### src/rtl/fme_half_sel_if.sv
// rtl/fme_half_sel_if.sv - beat, status and result signals of the half-pel candidate selector
interface fme_half_sel_if #(
    parameter int PIX_W = 8,
    parameter int SAD_W = 12
);
    logic               start;
    logic               valid;
    logic               ready;
    logic [PIX_W-1:0]   cur_pix;
    logic [9*PIX_W-1:0] cand_pix;
    logic               busy;
    logic [3:0]         best;
    logic [SAD_W-1:0]   best_sad;
    logic               en;

    modport master (
        output start, valid, cur_pix, cand_pix,
        input  ready, busy, best, best_sad, en
    );

    modport slave (
        input  start, valid, cur_pix, cand_pix,
        output ready, busy, best, best_sad, en
    );
endinterface

### src/rtl/fme_half_sel.sv
// rtl/fme_half_sel.sv - nine-way half-pel SAD accumulator and minimum-cost selector
// Optional FME_SEL_CENTER_BIAS_EN adds a +4 cost penalty to every non-centre candidate.
module fme_half_sel #(
    parameter int PIX_W   = 8,
    parameter int BLK_PIX = 16,
    parameter int SAD_W   = PIX_W + $clog2(BLK_PIX)
) (
    input  logic          clk,
    input  logic          rst_n,
    fme_half_sel_if.slave bus
);
    localparam int CNT_W = $clog2(BLK_PIX) + 1;
    localparam int CST_W = SAD_W + 1;

    typedef enum logic [1:0] {S_IDLE, S_ACC, S_CMP, S_DONE} state_t;

    state_t             state_q, state_d;
    logic [SAD_W-1:0]   acc_q [9];
    logic [CNT_W-1:0]   beat_q;
    logic [3:0]         cidx_q;
    logic [3:0]         run_best_q;
    logic [CST_W-1:0]   run_cost_q;
    logic [3:0]         best_q;
    logic [SAD_W-1:0]   best_sad_q;

    logic               fire, last_beat, cmp_last, take;
    logic [PIX_W-1:0]   diff [9];
    logic [3:0]         cand_k, win_best;
    logic [CST_W-1:0]   cand_cost, win_cost;

    assign fire      = (state_q == S_ACC) && bus.valid;
    assign last_beat = fire && (beat_q == CNT_W'(BLK_PIX - 1));
    assign cmp_last  = (state_q == S_CMP) && (cidx_q == 4'd8);

    always_comb begin
        for (int k = 0; k < 9; k++) begin
            if (bus.cur_pix > bus.cand_pix[k*PIX_W +: PIX_W])
                diff[k] = bus.cur_pix - bus.cand_pix[k*PIX_W +: PIX_W];
            else
                diff[k] = bus.cand_pix[k*PIX_W +: PIX_W] - bus.cur_pix;
        end
    end

    // c=0 seeds with the centre; c=1..8 walk 0,1,2,3,5,6,7,8 so ties stay with the earlier entry
    always_comb begin
        cand_k = 4'd4;
        if (cidx_q == 4'd0)
            cand_k = 4'd4;
        else if (cidx_q <= 4'd4)
            cand_k = cidx_q - 4'd1;
        else
            cand_k = cidx_q;
        cand_cost = {1'b0, acc_q[cand_k]};
`ifdef FME_SEL_CENTER_BIAS_EN
        if (cand_k != 4'd4)
            cand_cost = cand_cost + CST_W'(4);
`endif
        take     = (cidx_q == 4'd0) || (cand_cost < run_cost_q);
        win_best = take ? cand_k : run_best_q;
        win_cost = take ? cand_cost : run_cost_q;
    end

    always_ff @(posedge clk or negedge rst_n) begin
        if (!rst_n)
            state_q <= S_IDLE;
        else
            state_q <= state_d;
    end

    always_comb begin
        state_d = state_q;
        case (state_q)
            S_IDLE:  if (bus.start) state_d = S_ACC;
            S_ACC:   if (last_beat) state_d = S_CMP;
            S_CMP:   if (cmp_last)  state_d = S_DONE;
            S_DONE:  state_d = S_IDLE;
            default: state_d = S_IDLE;
        endcase
    end

    always_comb begin
        bus.ready    = (state_q == S_ACC);
        bus.busy     = (state_q != S_IDLE);
        bus.en       = (state_q == S_DONE);
        bus.best     = best_q;
        bus.best_sad = best_sad_q;
    end

    always_ff @(posedge clk or negedge rst_n) begin
        if (!rst_n) begin
            for (int k = 0; k < 9; k++) acc_q[k] <= '0;
            beat_q     <= '0;
            cidx_q     <= '0;
            run_best_q <= 4'd4;
            run_cost_q <= '0;
            best_q     <= 4'd4;
            best_sad_q <= '0;
        end else begin
            case (state_q)
                S_IDLE: begin
                    if (bus.start) begin
                        for (int k = 0; k < 9; k++) acc_q[k] <= '0;
                        beat_q <= '0;
                        cidx_q <= '0;
                    end
                end
                S_ACC: begin
                    if (fire) begin
                        for (int k = 0; k < 9; k++)
                            acc_q[k] <= acc_q[k] + SAD_W'(diff[k]);
                        beat_q <= beat_q + CNT_W'(1);
                    end
                end
                S_CMP: begin
                    run_best_q <= win_best;
                    run_cost_q <= win_cost;
                    cidx_q     <= cidx_q + 4'd1;
                    // Result registers load on the last compare so they are valid with en
                    if (cmp_last) begin
                        best_q     <= win_best;
                        best_sad_q <= acc_q[win_best];
                    end
                end
                default: ;
            endcase
        end
    end
endmodule
### src/flat_wrapper.sv
// flat-port wrapper written by rule: the top's interface ports become plain ports
module fme_half_sel_flat 
#(
    parameter int PIX_W   = 8,
    parameter int BLK_PIX = 16,
    parameter int SAD_W   = PIX_W + $clog2(BLK_PIX)
)
  (clk, rst_n, bus_start, bus_valid, bus_cur_pix, bus_cand_pix, bus_ready, bus_busy, bus_best, bus_best_sad, bus_en);
  fme_half_sel_if #(.PIX_W(PIX_W), .SAD_W(SAD_W)) bus_i ();
  input  logic clk;
  input  logic rst_n;
  input wire logic [$bits(bus_i.start)-1:0] bus_start;
  input wire logic [$bits(bus_i.valid)-1:0] bus_valid;
  input wire logic [$bits(bus_i.cur_pix)-1:0] bus_cur_pix;
  input wire logic [$bits(bus_i.cand_pix)-1:0] bus_cand_pix;
  output wire logic [$bits(bus_i.ready)-1:0] bus_ready;
  output wire logic [$bits(bus_i.busy)-1:0] bus_busy;
  output wire logic [$bits(bus_i.best)-1:0] bus_best;
  output wire logic [$bits(bus_i.best_sad)-1:0] bus_best_sad;
  output wire logic [$bits(bus_i.en)-1:0] bus_en;
  assign bus_i.start = bus_start;
  assign bus_i.valid = bus_valid;
  assign bus_i.cur_pix = bus_cur_pix;
  assign bus_i.cand_pix = bus_cand_pix;
  assign bus_ready = bus_i.ready;
  assign bus_busy = bus_i.busy;
  assign bus_best = bus_i.best;
  assign bus_best_sad = bus_i.best_sad;
  assign bus_en = bus_i.en;
  fme_half_sel #(.PIX_W(PIX_W), .BLK_PIX(BLK_PIX), .SAD_W(SAD_W)) u_core (.clk(clk), .rst_n(rst_n), .bus(bus_i));
endmodule
### config.mk
export PLATFORM = sky130hd
export DESIGN_NAME = fme_half_sel_flat
export DESIGN_NICKNAME = d
export VERILOG_FILES = /design/src/rtl/fme_half_sel_if.sv /design/src/rtl/fme_half_sel.sv /design/src/flat_wrapper.sv
export SDC_FILE = /design/constraint.sdc
export NUM_CORES = 1
export LEC_CHECK = 0
export CAP_MARGIN = 30
export CORE_AREA = 8 8 138 268
export DETAILED_ROUTE_END_ITERATION = 10
export DIE_AREA = 0 0 146 276
export MAX_ROUTING_LAYER = met4
export PLACE_DENSITY = 0.68
export SYNTH_ARGS = -nofsm -noshare
export SYNTH_HDL_FRONTEND = slang
export SYNTH_SLANG_ARGS = --single-unit
### constraint.sdc
create_clock -name clk -period 5.65 [get_ports clk]
set_input_delay 1.13 -clock clk [delete_from_list [all_inputs] [get_ports clk]]
set_output_delay 1.13 -clock clk [all_outputs]
set_load 0.01 [all_outputs]
==> metrics, run 1 <==
grt ovf 0; Clk network pwr share 12.1%; register area share after synthesis around 23%; number of port buffers roughly 100; Detail Route Antenna Nets 0; Leak approximately 9.8 nW; largest net degree at the start of global routing approximately 90; Tcrit/Tclk final a little over nine tenths; sw power a little under 5 mW; post-synthesis cell count 1965; Post-synth EDFFs 0; Ys Warns 0; post-synth cell types between 70 and 80; io pins 103; Clock transition at path regs approximately 0.070 ns; Power Density 504.3 mW/mm2; Die Ht 276 um; top-area cell type share of the netlist area a little under a quarter; DRC 0; First-pass DRT Iterations 8; Switching Share between 40% and 50%; htree depth 4; Final #Nets 2528; vias in the first global route roughly 16000; share of cells above drive strength 1 between 10 and 15%; Internal just over 5 mW; GP Congestion roughly 1.0; largest fanout on the critical path 5; DP HPWL between 40 and 50 mm; clk_skew roughly 0.01 ns; Tot GR Track Use between 20 and 30%; Avg Cell Area, Syn approximately 8.4 um2; HP Class flop to flop; Die Width 146 um; CTS max path bufs 2; Peak Freq between 150 and 200 MHz; post-synth top area cell dfrtp_1; DP Area between 0.015 and 0.02 mm2; status finished clean; CTS root buffer clkbuf_16; global-route wire length before repair 87.82 mm; Comb power frac 68.1%; Initial Util 48.99%; CP endpoint kind flop; Slew @ Worst Pin ~1.0 ns; initial antenna violation count 0; Ant. Diodes 0; fin. max-slew vios 0; CTS Hold Bufs 0; met1 usage 27.69%; Tot Pwr around 10 mW; Routed WL between 50 and 60 mm; grt met2 use about half; Num CTS Buffers 17; vias 15420; Rel. slew slack 32.39%; final instance area between 0.015 and 0.02 mm2; min Tclk post-route approximately 5.4 ns; CTS sink count roughly 150; ys async rst share 100.0%; final setup fails 0; CP Data Required Time approximately 6.0 ns; Final Hold Fails 0; Syn-to-layout area delta 21.21%; sequential power share approximately a fifth; ranking of synthesized cells by area dfrtp_1 23%, ha_1 17%, nand2_1 5.8%, a21oi_1 4.2%, inv_1 4.2%; Worst Setup Start Kind input port; num rows 95; drt via density 5.844; worst-skew pair later-pin latency 0.45 ns; core area around 0.034 mm2; synthesized area ~0.016 mm2; ys flop type dfrtp_1; CP arrival between 5 and 6 ns; GRT met3 Usage 3.305%; initial DRC count between 900 and 1000; fin cells 2639; area of the die roughly 0.04 mm2; GRT Max-Usage Layer met2; max_cap viols 0; wire per inst 21.26 um; syn nets approximately 2300; TritonCTS clock tree built; FF+latch count, synth approximately 150; fillers 3020; Setup CP Type input port to flop; worst vdd ir approximately 0.4 mV; Post-Place Cells ~2600
## per-stage QoR
step           utilization [%]  setup TNS (ns)  hold WS, ns  setup WS [ns]
6_report                 59.38               0       0.4853         0.2581
5_1_grt                  59.38         -0.1936       0.5180       -0.05955
4_1_cts                  58.90               0       0.4864        0.04200
3_5_place_dp             57.09          -5.327       0.4717        -0.4013
3_3_place_gp             57.04          -2.235       0.4669        -0.2270
2_1_floorplan                -               0       0.4762         0.4348
## critical path: stages
cell             delay [ns]
clkdlybuf4s50_1        0.44
inv_2                  0.08
buf_12                 0.11
buf_4                  0.12
ha_1                   0.13
inv_1                  0.06
fa_1                   0.41
a21oi_2                0.19
o21bai_1               0.10
a21o_1                 0.19
a21o_1                 0.19
a21o_1                 0.19
a21oi_1                0.20
nor2_1                 0.13
mux2_2                 0.34
fa_1                   0.41
a21o_1                 0.19
a21oi_2                0.17
o21bai_1               0.09
a21oi_2                0.16
o21bai_1               0.08
a21oi_1                0.18
nor2_1                 0.09
nand3_1                0.11
xor2_1                 0.15
nor2_1                 0.05
## placed cells by master (no fill, tap or decap), types with 16 or more instances in the layout
| cell | n |
|---|---|
| nand4_1 | 18 |
| nor2b_1 | 21 |
| clkbuf_16 | 17 |
| a21oi_1 | 119 |
| mux2_2 | 30 |
| a21oi_2 | 20 |
| xor2_1 | 68 |
| a21o_1 | 50 |
| xnor2_1 | 73 |
| ha_1 | 226 |
| nand2b_1 | 16 |
| o21ai_0 | 131 |
| nor2_1 | 100 |
| clkdlybuf4s50_1 | 101 |
| dfrtp_1 | 149 |
| nand2_1 | 254 |
| o21bai_1 | 36 |
| nand3_1 | 75 |
| buf_4 | 167 |
| inv_1 | 182 |
| fa_1 | 26 |
| mux2i_1 | 67 |
## cell usage after synthesis (15+ instances only)
master	n
o21ai_0	137
inv_1	183
nand4_1	18
nand2_1	254
mux2i_1	68
mux2_2	30
clkbuf_1	55
dfrtp_1	149
nor2b_1	21
nand2b_1	16
o21bai_1	37
fa_1	27
xor2_1	68
nand3_1	76
a21o_1	50
ha_1	227
nor2_1	102
a22o_1	15
xnor2_1	74
a21oi_1	139
## per-layer routing
metal / part of all wire (%) / routed length (um) / vias up
li1: - / - / 7275
met1: 35 / 19820 / 7394
met2: 51 / 28750 / 529
met3: 3.9 / 2160 / 224
met4: 9.6 / 5369 / 0
met5: 0 / 0 / -
## state kept, by name, summed over array words and instances, names as in the netlist
register,cells
u_core.state_q,2
u_core.cidx_q,4
u_core.run_best_q,4
u_core.acc_q,108
u_core.bus.best_sad,12
u_core.run_cost_q,12
u_core.bus.best,4
u_core.beat_q,5
## kinds of logic (layout without fill, tap and decap cells)
kind of cell             count (synthesis)  in the layout  share of synthesized area [%]
AND/OR/NAND/NOR                        551            551                          15.44
AO/OA/AOI/OAI                          500            500                          19.27
buffers and inverters                  257            495                          6.316
adder cells (fa/ha/maj)                254            254                          20.59
flip-flops                             151            151                          23.02
XOR/XNOR                               142            142                          7.573
multiplexers                           110            110                          7.794
## path summary, 6_finish.rpt
kind / startpoint / to / slack, ns / depth (start not counted)
worst min-delay path: u_core.bus.best[1]$_DFFE_PN0P_ / u_core.bus.best[1]$_DFFE_PN0P_ / 0.49 / 2
min in group asynchronous: rst_n / u_core.beat_q[0]$_DFFE_PN0P_ / 0.76 / 1
max in group asynchronous: rst_n / u_core.acc_q[81]$_DFFE_PN0P_ / 3.79 / 2
worst max register to register: u_core.cidx_q[1]$_DFFE_PN0P_ / u_core.bus.best_sad[7]$_DFFE_PN0P_ / 0.32 / 24
worst min register to register: u_core.bus.best[1]$_DFFE_PN0P_ / u_core.bus.best[1]$_DFFE_PN0P_ / 0.49 / 2
worst max-delay path: bus_cur_pix[0] / u_core.acc_q[58]$_DFFE_PN0P_ / 0.26 / 26
## final cells by class
class / count / area (um2) / area share, %
timing repair buffer: 280 / 2491 / 12.51
multi-input combinational: 1557 / 11790 / 59.24
sequential: 151 / 3781 / 19.00
inverter: 183 / 686.9 / 3.451
tap: 436 / 545.5 / 2.741
clock inverter: 15 / 182.7 / 0.9177
clock buffer: 17 / 425.4 / 2.137
## power by group through the flow
stage | registers (mW) | logic (mW) | clock network (mW)
floorplan | 1.69 | 4.57 | 0
global placement | 1.96 | 6.47 | 0
detailed placement | 1.98 | 6.63 | 0
CTS | 1.96 | 6.68 | 1.22
global route | 2.01 | 7.49 | 1.27
finish | 1.99 | 6.84 | 1.21
## what timing repair did
item	in CTS	in global routing
endpoints found under the setup margin	0	34
resized for setup	0	47
buffers inserted	0	2
Power figures use the tool's default switching activity.
==> inputs of run 2 (changes only) <==
- CORE_AREA: 8 8 138 268 -> 8 8 191 193
- DIE_AREA: 0 0 146 276 -> 0 0 199 201
- SETUP_SLACK_MARGIN: default -> 0.05
==> metrics, run 2 (synthesized netlist as in run 1, its figures left out) <==
worst vdd ir 0.5569 mV (+38%); final setup fails 0 (unchanged); Num CTS Buffers 17 (unchanged); fin cells 2631 (-0.30%); Die Width 199 um (+36%); Leak 9.679 nW (-1.2%); Tcrit/Tclk final 94.05% (-1.4 points); drt via density 5.723 (-2.1%); Peak Freq 188.2 MHz (+1.5%); core area 0.03328 mm2 (-0.71%); CTS sink count 151 (unchanged); CTS root buffer clkbuf_16; Setup CP Type input port to flop; Initial Util 49.34% (+0.35 points); Detail Route Antenna Nets 0 (unchanged); Ant. Diodes 0 (unchanged); clk_skew 0.009240 ns (-0.0008146 ns); Worst Setup Start Kind input port; Final #Nets 2508 (-0.79%); CP arrival 5.62 ns (-0.08 ns); global-route wire length before repair 80.08 mm (-8.8%); Slew @ Worst Pin 0.8848 ns (-0.1293 ns); CTS Hold Bufs 0 (unchanged); Routed WL 50.72 mm (-9.6%); vias 15060 (-2.4%); status finished clean; fillers 2942 (-2.6%); Tot GR Track Use 25.83% (-2.7 points); largest net degree at the start of global routing 58 (-35%); initial antenna violation count 0 (unchanged); DRC 0 (unchanged); Biggest register u_core.acc_q; htree depth 4 (unchanged); fin util 59.18% (-0.20 points); share of cells above drive strength 1 12.69% (-1.5 points); setup_tns 0 ns (unchanged); Min Hold Slack 0.4895 ns (+0.004225 ns); CP Data Required Time 5.96 ns (about the same); most frequent cells in the layout 254 x nand2_1, 226 x ha_1, 182 x inv_1, 149 x dfrtp_1, 145 x buf_4; fin. max-slew vios 0 (unchanged); number of port buffers 102 (unchanged); Final Hold Fails 0 (unchanged); max reg flops 108 (unchanged); initial DRC count 1094 (+16%); num rows 67 (-29%); HP Class flop to flop; wire per inst 19.28 um (-9.3%); io pins 103 (unchanged); Power Density 490.0 mW/mm2 (-2.8%); Rel. slew slack 40.87% (+8.5 points); grt ovf 0 (unchanged); Reg2Reg Setup Slack 0.39 ns (+0.07 ns); First-pass DRT Iterations 5 (-3); PostCTS Resize Cnt 0 (unchanged); largest fanout on the critical path 3 (-2); RSZ-0062 raised after global routing no; GP Congestion 0.9538 (-6.4%); Die Ht 201 um (-27%); max_cap viols 0 (unchanged); CP endpoint kind flop; min Tclk post-route 5.314 ns (-0.07827 ns); final instance area 0.01970 mm2 (-1.0%); DP Area 0.01901 mm2 (-0.68%); CTS max path bufs 2 (unchanged); worst-skew pair later-pin latency 0.44 ns (about the same); Post-Place Cells 2597 (-0.31%); area of the die 0.04000 mm2 (-0.74%); Syn-to-layout area delta 19.94%; DP HPWL 39.94 mm (-11%); commonest non-fill, non-tap cell in the layout nand2_1; Clock transition at path regs 0.06 ns (about the same); postcts setup bufs 0 (unchanged); TritonCTS clock tree built; vias in the first global route 14740 (-8.8%)
## run 2: cell type report
class                           instances  area, um2  share of cell area [%]
Tap cell                              448      560.5                   2.846
Clock buffer                           20      446.7                   2.268
Timing Repair Buffer                  259       2346                   11.91
Inverter                              183      686.9                   3.487
Multi-Input combinational cell       1558      11740                   59.58
Sequential cell                       151       3781                   19.20
Clock inverter                         12      140.1                  0.7115
## run 2: metal layers
layer	wire (um)	share of wire, %	vias to the layer above	global-route usage, %
li1	-	-	7256	-
met1	23370	46	7219	35.75
met2	23350	46	491	40.45
met3	2943	5.8	91	2.381
met4	1060	2.1	0	5.825
met5	0	0	-	-
## run 2: metrics by stage
step	setup WS, ns	total power, mW
CTS	0.1616	9.497
finish	0.3364	9.651
floorplan	0.4348	6.267
global route	0.06937	10.40
detailed placement	-0.2607	8.303
global placement	-0.1498	8.162
## run 2: path summary, 6_finish.rpt
path                            cells after the start                           start                                  to
worst max-delay path                               25                  bus_cur_pix[0]        u_core.acc_q[59]$_DFFE_PN0P_
worst min-delay path                                2  u_core.bus.best[0]$_DFFE_PN0P_      u_core.bus.best[0]$_DFFE_PN0P_
worst max register to register                     21    u_core.cidx_q[1]$_DFFE_PN0P_  u_core.bus.best_sad[6]$_DFFE_PN0P_
worst min register to register                      2  u_core.bus.best[0]$_DFFE_PN0P_      u_core.bus.best[0]$_DFFE_PN0P_
max in group asynchronous                           2                           rst_n        u_core.acc_q[78]$_DFFE_PN0P_
min in group asynchronous                           1                           rst_n       u_core.state_q[0]$_DFFE_PN0P_
## run 2: critical path, stage by stage
cell and delay, ns:
clkdlybuf4s50_1 0.43, inv_2 0.10, buf_4 0.13, ha_1 0.14, inv_1 0.06, fa_1 0.39
a21oi_1 0.14, o21bai_1 0.09, a21o_1 0.19, a21o_1 0.19, a21o_1 0.20, a21oi_1 0.18
nor2_1 0.12, mux2_2 0.32, ha_1 0.28, a21o_1 0.18, a21oi_1 0.19, o21bai_1 0.10
a21oi_1 0.23, o21bai_1 0.13, a21oi_2 0.19, nor2b_1 0.09, o2111ai_1 0.21, xor2_1 0.16
nor2_1 0.05
## run 2: power by group
group / switching [mW] / internal, mW
Sequential: 0.542 / 1.41
Clock: 0.485 / 0.670
Combinational: 3.65 / 2.90
